**src/rtl/branch_predictor.sv**
```systemverilog
// ---------------------------------------------------------------------------
// branch_predictor : gshare 2-bit-counter conditional branch predictor (Y86-64)
// Revision: 1.0
// ---------------------------------------------------------------------------
`default_nettype none

module branch_predictor #(
  parameter int IDX_BITS  = 6,
  parameter int HIST_BITS = 4,
  parameter int CNT_W     = 32
) (
  input  logic                clk_i,
  input  logic                rst_i,
  input  logic [3:0]          f_icode_i,
  input  logic [3:0]          f_ifun_i,
  input  logic [63:0]         f_pc_i,
  input  logic [63:0]         f_valC_i,
  input  logic [63:0]         f_valP_i,
  output logic [63:0]         f_predPC_o,
  output logic                f_branch_taken_o,
  output logic [IDX_BITS-1:0] f_bht_idx_o,
  input  logic [3:0]          M_icode_i,
  input  logic [3:0]          M_ifun_i,
  input  logic                M_Cnd_i,
  input  logic                M_branch_taken_i,
  input  logic [IDX_BITS-1:0] M_bht_idx_i,
  input  logic                M_update_en_i,
  output logic [CNT_W-1:0]    branch_cnt_o,
  output logic [CNT_W-1:0]    mispred_cnt_o
);

  localparam logic [3:0] IJXX    = 4'h7;
  localparam logic [3:0] ICALL   = 4'h8;
  localparam int         ENTRIES = 1 << IDX_BITS;

  logic [1:0]          bht [ENTRIES];
  logic [IDX_BITS-1:0] hist_idx;
  logic [IDX_BITS-1:0] idx;
  logic                upd;
  logic                taken;
  logic [CNT_W-1:0]    branch_cnt;
  logic [CNT_W-1:0]    mispred_cnt;
  logic                unused_pc;

  assign upd       = M_update_en_i && (M_icode_i == IJXX) && (M_ifun_i != 4'h0);
  assign unused_pc = ^f_pc_i[63:IDX_BITS];

  generate
    if (HIST_BITS > 0) begin : g_hist
      logic [HIST_BITS-1:0] ghr;

      // Truncating cast drops the oldest bit; also correct for HIST_BITS == 1.
      always_ff @(posedge clk_i) begin
        if (rst_i) begin
          ghr <= '0;
        end else if (upd) begin
          ghr <= HIST_BITS'({ghr, M_Cnd_i});
        end
      end

      assign hist_idx = IDX_BITS'(ghr);
    end else begin : g_no_hist
      assign hist_idx = '0;
    end
  endgenerate

  // Fetch side: reads registered table state only, no write bypass.
  assign idx = f_pc_i[IDX_BITS-1:0] ^ hist_idx;

  always_comb begin
    taken = 1'b0;
    if (f_icode_i == IJXX) begin
      if (f_ifun_i == 4'h0) begin
        taken = 1'b1;
      end else begin
        taken = bht[idx][1];
      end
    end
  end

  assign f_branch_taken_o = taken;
  assign f_bht_idx_o      = idx;
  assign f_predPC_o       = ((f_icode_i == ICALL) || ((f_icode_i == IJXX) && taken))
                            ? f_valC_i : f_valP_i;

  always_ff @(posedge clk_i) begin
    if (rst_i) begin
      for (int i = 0; i < ENTRIES; i++) begin
        bht[i] <= 2'b10;
      end
    end else if (upd) begin
      if (M_Cnd_i) begin
        if (bht[M_bht_idx_i] != 2'b11) begin
          bht[M_bht_idx_i] <= bht[M_bht_idx_i] + 2'd1;
        end
      end else begin
        if (bht[M_bht_idx_i] != 2'b00) begin
          bht[M_bht_idx_i] <= bht[M_bht_idx_i] - 2'd1;
        end
      end
    end
  end

  // Statistics stick at all-ones instead of wrapping.
  always_ff @(posedge clk_i) begin
    if (rst_i) begin
      branch_cnt  <= '0;
      mispred_cnt <= '0;
    end else if (upd) begin
      if (branch_cnt != '1) begin
        branch_cnt <= branch_cnt + CNT_W'(1);
      end
      if ((M_Cnd_i ^ M_branch_taken_i) && (mispred_cnt != '1)) begin
        mispred_cnt <= mispred_cnt + CNT_W'(1);
      end
    end
  end

  assign branch_cnt_o  = branch_cnt;
  assign mispred_cnt_o = mispred_cnt;

endmodule

`default_nettype wire

```
**config.mk**
```make
export PLATFORM = sky130hd
export DESIGN_NAME = branch_predictor
export DESIGN_NICKNAME = d
export VERILOG_FILES = /design/src/rtl/branch_predictor.sv
export SDC_FILE = /design/constraint.sdc
export NUM_CORES = 1
export LEC_CHECK = 0
export CAP_MARGIN = 25
export CORE_MARGIN = 2
export CORE_UTILIZATION = 35
export DETAILED_ROUTE_END_ITERATION = 10
export PLACE_DENSITY_LB_ADDON = 0.2
export SETUP_SLACK_MARGIN = 0.3
export SLEW_MARGIN = 30
export SYNTH_ARGS = -nofsm -noshare
export SYNTH_HDL_FRONTEND = slang
export SYNTH_SLANG_ARGS = --single-unit
```
**constraint.sdc**
```tcl
create_clock -name clk_i -period 4.19 [get_ports clk_i]
set_input_delay 0.419 -clock clk_i [delete_from_list [all_inputs] [get_ports clk_i]]
set_output_delay 0.419 -clock clk_i [all_outputs]
set_load 0.03 [all_outputs]
```
# Word level (Yosys, flattened, before mapping)
# Memory sizes are Yosys's and may differ from the RTL's.
# Cells that the tools add are included.
# classes
reduce_logical	11
bitwise_logic	3
n_mux	19
addsub	4
n_eq_ne	6
# ops
cell	n
adder 32 x 1 -> 32 bit, second input constant	2
two-way mux 64 bit	1
inequality test 32 bit, second input constant	2
two-way mux 1 bit	15
equality test 4 x 3 -> 1 bit, second input constant	2
two-way mux 6 bit	1
XOR 6 x 4 -> 6 bit	1
equality test 4 bit, second input constant	1
logical AND 1 bit	4
logical NOT 4 bit	1
two-way mux 2 bit	2
AND reduction 2 bit	2
nonzero test 4 bit	1
adder 2 x 1 -> 2 bit, second input constant	1
inequality test 2 bit, second input constant	1
nonzero test 2 bit	1
OR reduction 2 bit	1
subtractor 2 x 1 -> 2 bit, second input constant	1
logical OR 1 bit	1
OR 1 bit	1
XOR 1 bit	1
# totals
ff_bits	68
ram_bits	128
inputBits	219
elab_cells	47
n_memories	1
output_inout_bits	135
# memory_table
name	depth	width	read_ports	rd_ports_with_merged_regs	wr	line_no	source
bht	64	2	2	0	64	36	logic [1:0] bht [ENTRIES];

# Logic depth before layout (Yosys ltp)
# Gate-level depths: netlist of the first run.
# An unclocked memory read counts as a cell.
# depth
depth_word	10
ltp_mapped	14
mapped_depth_nobuf	9

# Worst setup path after synthesis of the first run
# No wires, ideal clock.
# synth_path
kind	input to output
from	input port f_pc_i[1]
to	output port f_predPC_o[10]
cell_stages	10
path_buffers	2
required_ps	3771
arrival_ps	3021
slack_ps	750
cell_sequence	xor2_2 -> buf_4 -> mux2_2 -> o311a_1 -> o211ai_1 -> nand3_1 -> o41a_2 -> nand2_8 -> buf_12 -> mux2_4
# synth_between
elab_chain_cells	7
# synth_rtl
element	line_no	source
start: declaration	16	input logic [63:0] f_pc_i,
XOR 6 x 4 -> 6 bit	68	assign idx = f_pc_i[IDX_BITS-1:0] ^ hist_idx;
named net f_bht_idx_o[1]	21	output logic [IDX_BITS-1:0] f_bht_idx_o,
memory (64 x 2 bit)	-	
two-way mux 1 bit	73	if (f_ifun_i == 4'h0) begin
two-way mux 1 bit	72	if (f_icode_i == IJXX) begin
logical AND 1 bit	83	assign f_predPC_o = ((f_icode_i == ICALL) || ((f_icode_i == IJXX) && taken))
logical OR 1 bit	83	
two-way mux 64 bit	84	? f_valC_i : f_valP_i;
end: declaration	19	output logic [63:0] f_predPC_o,
# The timed path passes the listed nets, and every way through them passes these cells.

# Worst setup path after layout of the first run
# layout_path
from	register g_hist.ghr[1]
to	output port f_predPC_o[63]
# layout_between
elab_chain_cells	7
# layout_rtl
element	line_no	source
start: declaration	50	logic [HIST_BITS-1:0] ghr;
start signal: assignment	57	ghr <= HIST_BITS'({ghr, M_Cnd_i});
XOR 6 x 4 -> 6 bit	68	
memory (64 x 2 bit)	-	
two-way mux 1 bit	73	
two-way mux 1 bit	72	
logical AND 1 bit	83	
logical OR 1 bit	83	
two-way mux 64 bit	84	
# No other way between the ends.

==> out/metrics.yaml, run 1 <==
cp_num_buf_inv: 5
cts_tree: "yes"
clock-sinks: 196
grt_max_degree: 85
grt_pass1_wl_microns: 57800
io_buffers: 295
setup_violations: 0
ant_nets: 0
final_common_cell: "clkdlybuf4s50_1"
grt_pass1_vias: 9662
slowest_stage: "mux4_2"
max-cap-violations: 0
drive_gt1_frac: 0.274
worstSetupEndpointType: "primary output"
syn_nets: 1266
htreeDepth: 4
cellLeakagePower_uw: 0.00595
hpwl_microns: 27500
path_delay_family: "multiplexers"
r2r_slack_ns: 1.04
cp-start-kind: "register"
numCtsBuffers: 17
area_growth_pct: 37.3
dr_total_vias: 9903
synth.avg_cell_area_sq_um: 11.2
r2r_end: "bht[42][1]"
hold_path_class: "in -> reg"
period_minus_slack_ns: 3.90
slew-limit-headroom: 0.368
synth_ff_type: "edfxtp_1"
initial_core_util: 0.356
drt_iter0_drc: 605
core_sq_um: 32700
root_buffer: "clkbuf_16"
slew_violations: 0
totalWireLength_microns: 38300
mostFrequentLayoutCells: "clkdlybuf4s50_1, edfxtp_1, nor2_1"
worst_ir_drop_vdd_uv: 240
finalClockSkew_ns: 0.0102
ff2ff_path_depth: 10
synth_edf_count: 128
synth.distinct_cells: 73
ys_warn_count: 0
dieArea_sq_um: 34800
syn_area_sq_um: 11700
worstPathRequired_ns: 3.77
drc_errors: 0
min_path_cells: 2
synth-seq-cells: 196
p_total_uw: 4660
num_rows: 66
cts_max_path_buffers: 2
rsz0062_at_grt: "true"
async_flop_share: 0
tightest_slew_ns: 0.944
die_width_microns: 186
fmax_ghz: 0.257
grt_antenna_before_repair: 9
tns_ns: 0
clkTransAtPathRegs_ns: 0.07
min_from: "rst_i"
worst-endpoint-arrival_ns: 3.48
worst_path_largest_cell_delay_ns: 0.50
synth_cells: 1045
hold_end: "branch_cnt_o[25]"
nets: 1564
gp_congestion: 0.895
status: "finished, final reports clean"
reg2reg_from: "bht[45][1]"
synth_seq_area_share: 0.447
grt_use_total: 0.214
clkLatencyLatePin_ns: 0.44
fin_ws_ns: 0.293
via_per_inst: 5.49
first_pass_iters: 5
worstSetupPathType: "reg -> out"
crit_path_cell_trace: "xor2_2, buf_12, buf_6, mux4_2, mux2i_2, buf_4, nor3_2, o41a_4, nand2_8, buf_12, mux2_4, buf_4"
post_drt_wl_per_cell_microns: 21.2
finalCritPeriodShare: 0.930
powerDensity_nw_per_um2: 291
hold_viol_final: 0
critical_path_peak_fanout: 15
chipHeight_microns: 186
grt-ovfl-total: 0
ioPinCount: 354
pre_cts_ws_ns: -0.270
## per-stage QoR
| stage | utilization | cells | cell area, sq um | hold slack (ns) |
|---|---|---|---|---|
| after floorplan | - | 1045 | 11700 | 0.486 |
| after global placement | 0.468 | 1754 | 15300 | 0.485 |
| after detailed placement | 0.468 | 1754 | 15300 | 0.508 |
| after CTS | 0.487 | 1796 | 15900 | 0.442 |
| after global routing | 0.489 | 1804 | 16000 | 0.463 |
| final | 0.489 | 1804 | 16000 | 0.442 |
## cells by family (layout without fill, tap and decap cells)
logic type                 count (synthesis)  count (layout)  synth area share
and+or+nand+nor                          404             404             0.186
xor gates and xnor gates                  62              62            0.0479
buffers and inverters                    114             425            0.0531
DFF                                      196             196             0.447
other                                      0               6                 0
AOI/OAI and AO/OA                        140             140            0.0959
adders and majority gates                  2               2           0.00215
muxes                                    127             127             0.168
## power by group
group          leakage (uW)  switching, uW  internal, uW
logic               0.00398            509           444
clock network      0.000274            733           884
registers           0.00170           12.0          2080
total               0.00595           1250          3410
## Yosys cell counts (23+ instances only)
cell type,count,area (sq um)
nand4_1,77,482
xnor2_1,26,228
and3_1,68,425
a31o_2,57,499
nand3_1,23,115
mux4_2,26,586
clkbuf_1,54,203
nor2_1,96,360
mux2_4,60,901
dfxtp_1,68,1360
xor2_1,34,298
buf_2,27,135
nand2_1,56,210
nor3_1,25,125
edfxtp_1,128,3840
## area by class of cell
type	instances	area, sq um
clock buffer	26	533
clock inverter	6	38.8
sequential	196	5210
fill	3039	16700
timing repair buffer	380	3660
antenna	6	15.0
tap	442	553
inverter	13	56.3
multi-input combinational	735	5940
## what timing repair did
action	CTS	global route
pin swaps	6	5
buffers inserted	8	2
hold buffers	0	0
gates cloned	2	0
setup endpoints to repair	65	65
resized for setup	313	12
## worst max-delay path by stage
stage                     slack [ns]          start  cells after the start        endpoint
after CTS                       0.21  g_hist.ghr[1]                     11  f_predPC_o[63]
final                           0.29  g_hist.ghr[1]                     12  f_predPC_o[63]
after floorplan                 0.75      f_pc_i[1]                     10  f_predPC_o[10]
after global placement         -0.28      f_pc_i[0]                     12   f_predPC_o[1]
after detailed placement       -0.27      f_pc_i[0]                     12   f_predPC_o[1]
after global routing            0.23  g_hist.ghr[1]                     13  f_predPC_o[55]
## sequential cells by signal (all words and copies together), names as in the netlist
register       flops
bht              128
branch_cnt_o      32
mispred_cnt_o     32
g_hist.ghr         4
## per-layer routing
| metal | track usage | routed length (microns) |
|---|---|---|
| met1 | 0.263 | 15600 |
| met2 | 0.360 | 18800 |
| met3 | 0.0480 | 2870 |
| met4 | 0.0968 | 1080 |
| met5 | 0 | 13 |
## worst reg2reg max path, stage by stage (launching register included)
cell      delay [ns]
edfxtp_1        0.40
mux4_2          0.49
mux2i_1         0.19
nor3_1          0.08
a211oi_1        0.26
nand4_1         0.31
and2_1          0.31
o22ai_4         0.15
buf_12          0.25
buf_12          0.21
a31o_2          0.21
No activity file was read; power rests on OpenSTA's default activity.
==> run 2: changes to the inputs <==
--- a/config.mk
+++ b/config.mk
@@ -10,6 +10,7 @@
 export CORE_UTILIZATION = 35
 export DETAILED_ROUTE_END_ITERATION = 10
 export PLACE_DENSITY_LB_ADDON = 0.2
+export REMOVE_ABC_BUFFERS = 1
 export SETUP_SLACK_MARGIN = 0.3
 export SLEW_MARGIN = 30
 export SYNTH_ARGS = -nofsm -noshare
==> out/metrics.yaml, run 2 (synthesis gave the netlist of run 1 again) <==
min_from: "rst_i"  # unchanged
htreeDepth: 4  # unchanged
fin_area_sq_um: 15800  # was 16,000 sq um
fmax_ghz: 0.255  # was 0.257 GHz
cts_tree: "yes"  # unchanged
rsz0062_at_grt: "true"  # unchanged
tightest_slew_ns: 0.893  # was 0.944 ns
status: "finished, final reports clean"  # unchanged
area_growth_pct: 36.0  # was 37.3%
drt_iter0_drc: 699  # was 605
pre_cts_ws_ns: -0.305  # was -0.270 ns
drc_errors: 0  # unchanged
finalClockSkew_ns: 0.0180  # was 0.0102 ns
nets: 1566  # was 1,564
worst-endpoint-arrival_ns: 3.51  # was 3.48 ns
seq_power_share: 0.442  # was 0.448
grt_antenna_before_repair: 1  # was 9
dieArea_sq_um: 34800  # unchanged
reg2reg_from: "bht[42][1]"  # was bht[45][1]
gp_congestion: 0.840  # was 0.895
final_common_cell: "clkdlybuf4s50_1"  # unchanged
hold_viol_final: 0  # unchanged
cp-start-kind: "register"  # unchanged
hold_end: "mispred_cnt_o[27]"  # was branch_cnt_o[25]
grt_pass1_wl_microns: 56600  # was 57,800 microns
finalCritPeriodShare: 0.937  # was 0.930
worst_ir_drop_vdd_uv: 239  # was 240 uV
powerDensity_nw_per_um2: 298  # was 291 nW/um^2
r2r_end: "bht[8][0]"  # was bht[42][1]
chipHeight_microns: 186  # unchanged
first_pass_iters: 5  # unchanged
core_sq_um: 32700  # unchanged
hpwl_microns: 25300  # was 27,500 microns
tns_ns: 0  # unchanged
p_int_uw: 3380  # was 3410 uW
max-cap-violations: 0  # unchanged
worstSetupPathType: "reg -> out"  # unchanged
ant_nets: 0  # unchanged
grt_pass1_vias: 9609  # was 9,662
root_buffer: "clkbuf_16"  # unchanged
clkLatencyLatePin_ns: 0.44  # about the same
fin_ws_ns: 0.264  # was 0.293 ns
p_comb_frac: 0.196  # was 0.205
power_frac_clock: 0.362  # was 0.347
worstSetupEndpointType: "primary output"  # unchanged
dr_total_vias: 9847  # was 9,903
mostFrequentLayoutCells: "clkdlybuf4s50_1, edfxtp_1, nor2_1"  # unchanged
min_path_cells: 2  # unchanged
initial_core_util: 0.356  # unchanged
cts_max_path_buffers: 2  # unchanged
grt_max_degree: 78  # was 85
ff2ff_path_depth: 9  # was 10
period_minus_slack_ns: 3.93  # was 3.90 ns
switchingPower_uw: 1340  # was 1250 uW
postLayoutCoreUtil: 0.485  # was 0.489
critical_path_peak_fanout: 10  # was 15
io_buffers: 295  # unchanged
switching_share: 0.285  # was 0.269
via_per_inst: 5.47  # was 5.49
hold_path_class: "in -> reg"  # unchanged
hold_slack_ns: 0.480  # was 0.442 ns
die_width_microns: 186  # unchanged
largest_register_ffs: 128  # unchanged
totalWireLength_microns: 36300  # was 38,300 microns
drive_gt1_frac: 0.275  # was 0.274
diodes: 0  # was 6
grt_use_total: 0.206  # was 0.214
r2r_slack_ns: 0.92  # was 1.04 ns
setup_violations: 0  # unchanged
placedInstanceArea_sq_um: 15200  # was 15,300 sq um
slew_violations: 0  # unchanged
ioPinCount: 354  # unchanged
post_drt_wl_per_cell_microns: 20.1  # was 21.2 microns
clock-sinks: 196  # unchanged
num_rows: 66  # unchanged
grt-ovfl-total: 0  # unchanged
slew-limit-headroom: 0.399  # was 0.368
clkTransAtPathRegs_ns: 0.09  # was 0.07 ns
top_register: "bht"  # unchanged
holdBufCountCts: 0  # unchanged
worstPathRequired_ns: 3.77  # about the same
cellLeakagePower_uw: 0.00590  # was 0.00595 uW
numCtsBuffers: 17  # unchanged
[run 2: final cells by class]
type	count	area, sq um
fillers	3072	16900
multi-input cells	736	5900
flip-flops and latches	196	5210
repair buffers	381	3510
well taps	442	553
clock buffers	20	478
clock inverters	12	148
inverters	13	51.3
[run 2: power groups by stage]
| stage | logic, uW | clock network (uW) | registers [uW] |
|---|---|---|---|
| 5_1_grt | 976 | 1810 | 2090 |
| 2_1_floorplan | 440 | 0 | 2130 |
| 4_1_cts | 926 | 1740 | 2090 |
| 3_3_place_gp | 925 | 0 | 2130 |
| 6_report | 925 | 1710 | 2090 |
| 3_5_place_dp | 934 | 0 | 2130 |
[run 2: metal layers]
layer  wire length (microns)  vias to the layer above  GRT usage
li1                        -                     4594          -
met1                   15500                     4759      0.269
met2                   17200                      436      0.343
met3                    2780                       56     0.0448
met4                     710                        2     0.0641
met5                      13                        -          0
[run 2: metrics by stage]
step / cells / total power, uW
after floorplan: 944 / 2570
after global placement: 1753 / 3060
after detailed placement: 1753 / 3070
after CTS: 1799 / 4750
after global routing: 1800 / 4870
final: 1800 / 4720
[run 2: repair_timing]
item,CTS,global route
setup buffers,12,1
cloned,2,0
endpoints found under the setup margin,65,64
resized for setup,254,1
endpoints found under the hold margin,0,0
pin swaps,4,1
[run 2: worst max-delay path, stage by stage, from the launching register on]
cell and delay (ns):
dfxtp_4 0.37, xnor2_4 0.15, inv_4 0.15, buf_12 0.12
buf_12 0.10, mux4_2 0.50, mux2i_1 0.16, nor3_1 0.08
o41a_4 0.54, nand2_8 0.12, buf_4 0.13, buf_12 0.13
mux2_2 0.33, buf_2 0.18
[run 2: worst max path at each step]
stage	start	end	slack, ns	cells after the start
final	g_hist.ghr[0]	f_predPC_o[1]	0.26	13
after global routing	g_hist.ghr[0]	f_predPC_o[63]	0.11	13
after CTS	g_hist.ghr[0]	f_predPC_o[1]	0.24	13
after detailed placement	f_pc_i[0]	f_predPC_o[19]	-0.30	12
after global placement	f_pc_i[1]	f_predPC_o[19]	-0.22	12
after floorplan	M_bht_idx_i[0]	bht[0][0]	-1.86	8
==> run 3: changes to the inputs <==
--- a/config.mk
+++ b/config.mk
@@ -9,7 +9,6 @@
 export CORE_MARGIN = 2
 export CORE_UTILIZATION = 35
 export DETAILED_ROUTE_END_ITERATION = 10
-export PLACE_DENSITY_LB_ADDON = 0.2
 export REMOVE_ABC_BUFFERS = 1
 export SETUP_SLACK_MARGIN = 0.3
 export SLEW_MARGIN = 30
==> out/metrics.yaml, run 3 (synthesis gave the netlist of run 1 again) <==
hold_path_class: "in -> reg"  # unchanged
htreeDepth: 4  # unchanged
via_per_inst: 5.51  # was 5.47
status: "finished, final reports clean"  # unchanged
hold_end: "mispred_cnt_o[21]"  # was mispred_cnt_o[27]
cp-start-kind: "register"  # unchanged
first_pass_iters: 6  # was 5
setup_violations: 0  # unchanged
clock-sinks: 196  # unchanged
drive_gt1_frac: 0.282  # was 0.275
worst-endpoint-arrival_ns: 3.51  # about the same
worstPathRequired_ns: 3.77  # about the same
min_from: "rst_i"  # unchanged
max-cap-violations: 0  # unchanged
grt_pass1_wl_microns: 59700  # was 56,600 microns
r2r_slack_ns: 1.10  # was 0.92 ns
slew_violations: 0  # unchanged
ioPinCount: 354  # unchanged
post_drt_wl_per_cell_microns: 21.9  # was 20.1 microns
top_register: "bht"  # unchanged
worstSetupPathType: "reg -> out"  # unchanged
mostFrequentLayoutCells: "clkdlybuf4s50_1, edfxtp_1, nor2_1"  # unchanged
io_buffers: 295  # unchanged
worstSetupEndpointType: "primary output"  # unchanged
cts_tree: "yes"  # unchanged
cts_max_path_buffers: 2  # unchanged
cellLeakagePower_uw: 0.00605  # was 0.00590 uW
tightest_slew_ns: 0.867  # was 0.893 ns
final_common_cell: "clkdlybuf4s50_1"  # unchanged
worst_ir_drop_vdd_uv: 239  # about the same
min_path_cells: 2  # unchanged
initial_core_util: 0.356  # unchanged
critical_path_peak_fanout: 7  # was 10
die_width_microns: 186  # unchanged
finalClockSkew_ns: 0.0145  # was 0.0180 ns
p_total_uw: 4740  # was 4720 uW
rsz0062_at_grt: "true"  # unchanged
reg2reg_from: "bht[43][1]"  # was bht[42][1]
finalCritPeriodShare: 0.937  # about the same
dr_total_vias: 9977  # was 9,847
drt_iter0_drc: 652  # was 699
core_sq_um: 32700  # unchanged
num_rows: 66  # unchanged
slew-limit-headroom: 0.422  # was 0.399
clkLatencyLatePin_ns: 0.44  # about the same
period_minus_slack_ns: 3.93  # about the same
dpl.cell_count: 1756  # was 1,753
grt_antenna_before_repair: 8  # was 1
root_buffer: "clkbuf_16"  # unchanged
hold_viol_final: 0  # unchanged
hpwl_microns: 28800  # was 25,300 microns
area_growth_pct: 39.7  # was 36.0%
fin_cells: 1812  # was 1,800
largest_register_ffs: 128  # unchanged
drc_errors: 0  # unchanged
numCtsBuffers: 17  # unchanged
chipHeight_microns: 186  # unchanged
ff2ff_path_depth: 10  # was 9
ant_nets: 0  # unchanged
grt-ovfl-total: 0  # unchanged
totalWireLength_microns: 39600  # was 36,300 microns
nets: 1572  # was 1,566
clkTransAtPathRegs_ns: 0.08  # was 0.09 ns
grt_use_total: 0.224  # was 0.206
gp_congestion: 0.936  # was 0.840
r2r_end: "bht[27][1]"  # was bht[8][0]
fmax_ghz: 0.255  # about the same
grt_pass1_vias: 9676  # was 9,609
powerDensity_nw_per_um2: 291  # was 298 nW/um^2
grt_max_degree: 80  # was 78
dieArea_sq_um: 34800  # unchanged
==> run 3: worst max-delay path, stage by stage, from the launching register on <==
cell	delay, ns
dfxtp_2	0.35
xor2_2	0.19
buf_12	0.17
mux4_2	0.52
mux2_4	0.30
nand3_1	0.11
nand3_1	0.10
o41a_4	0.42
nand2_8	0.13
buf_6	0.15
buf_4	0.14
mux2_2	0.33
buf_4	0.17
==> run 3: repair_timing <==
item / in CTS / in global routing
cloned: 2 / 0
pin swaps: 2 / 6
endpoints found under the setup margin: 64 / 63
hold buffers: 0 / 0
resized for setup: 254 / 107
setup buffers: 12 / 4
==> run 3: final cells by class <==
cell class | count | area (sq um)
Fill cell | 2930 | 16400
Multi-Input combinational cell | 736 | 5960
Sequential cell | 196 | 5210
Timing Repair Buffer | 387 | 3900
Tap cell | 442 | 553
Clock buffer | 19 | 464
Clock inverter | 12 | 125
Inverter | 13 | 51.3
Antenna cell | 7 | 17.5
==> run 3: worst max-delay path by stage <==
stage | to | cells past startpoint | slack (ns) | startpoint
global placement | f_predPC_o[16] | 12 | -0.26 | f_pc_i[1]
floorplan | bht[0][0] | 8 | -1.86 | M_bht_idx_i[0]
finish | f_predPC_o[1] | 12 | 0.26 | g_hist.ghr[1]
CTS | f_predPC_o[30] | 11 | 0.17 | g_hist.ghr[1]
detailed placement | f_predPC_o[30] | 12 | -0.28 | f_pc_i[1]
global route | f_predPC_o[1] | 12 | 0.14 | g_hist.ghr[1]
==> run 3: layer usage <==
layer,up-vias,global-route usage,part of all wire
li1,4611,-,-
met1,4836,0.269,0.39
met2,475,0.388,0.50
met3,55,0.0574,0.076
met4,0,0.0833,0.032
met5,-,0,0
==> run 3: per-stage QoR <==
step                setup TNS, ns  instance area [sq um]  setup slack (ns)  utilization  hold slack (ns)
floorplan                 -426.79                  11100             -1.86            -            0.486
global placement           -10.76                  15300            -0.256        0.467            0.484
detailed placement         -11.72                  15300            -0.277        0.467            0.496
CTS                             0                  16000             0.171        0.488            0.477
global route                    0                  16300             0.140        0.498            0.489
finish                          0                  16300             0.265        0.498            0.459
==> run 3: power breakdown <==
part	total (uW)	internal (uW)	switching [uW]
combinational	1000	478	527
sequential	2090	2080	12.1
clock	1650	863	782
total	4740	3420	1320
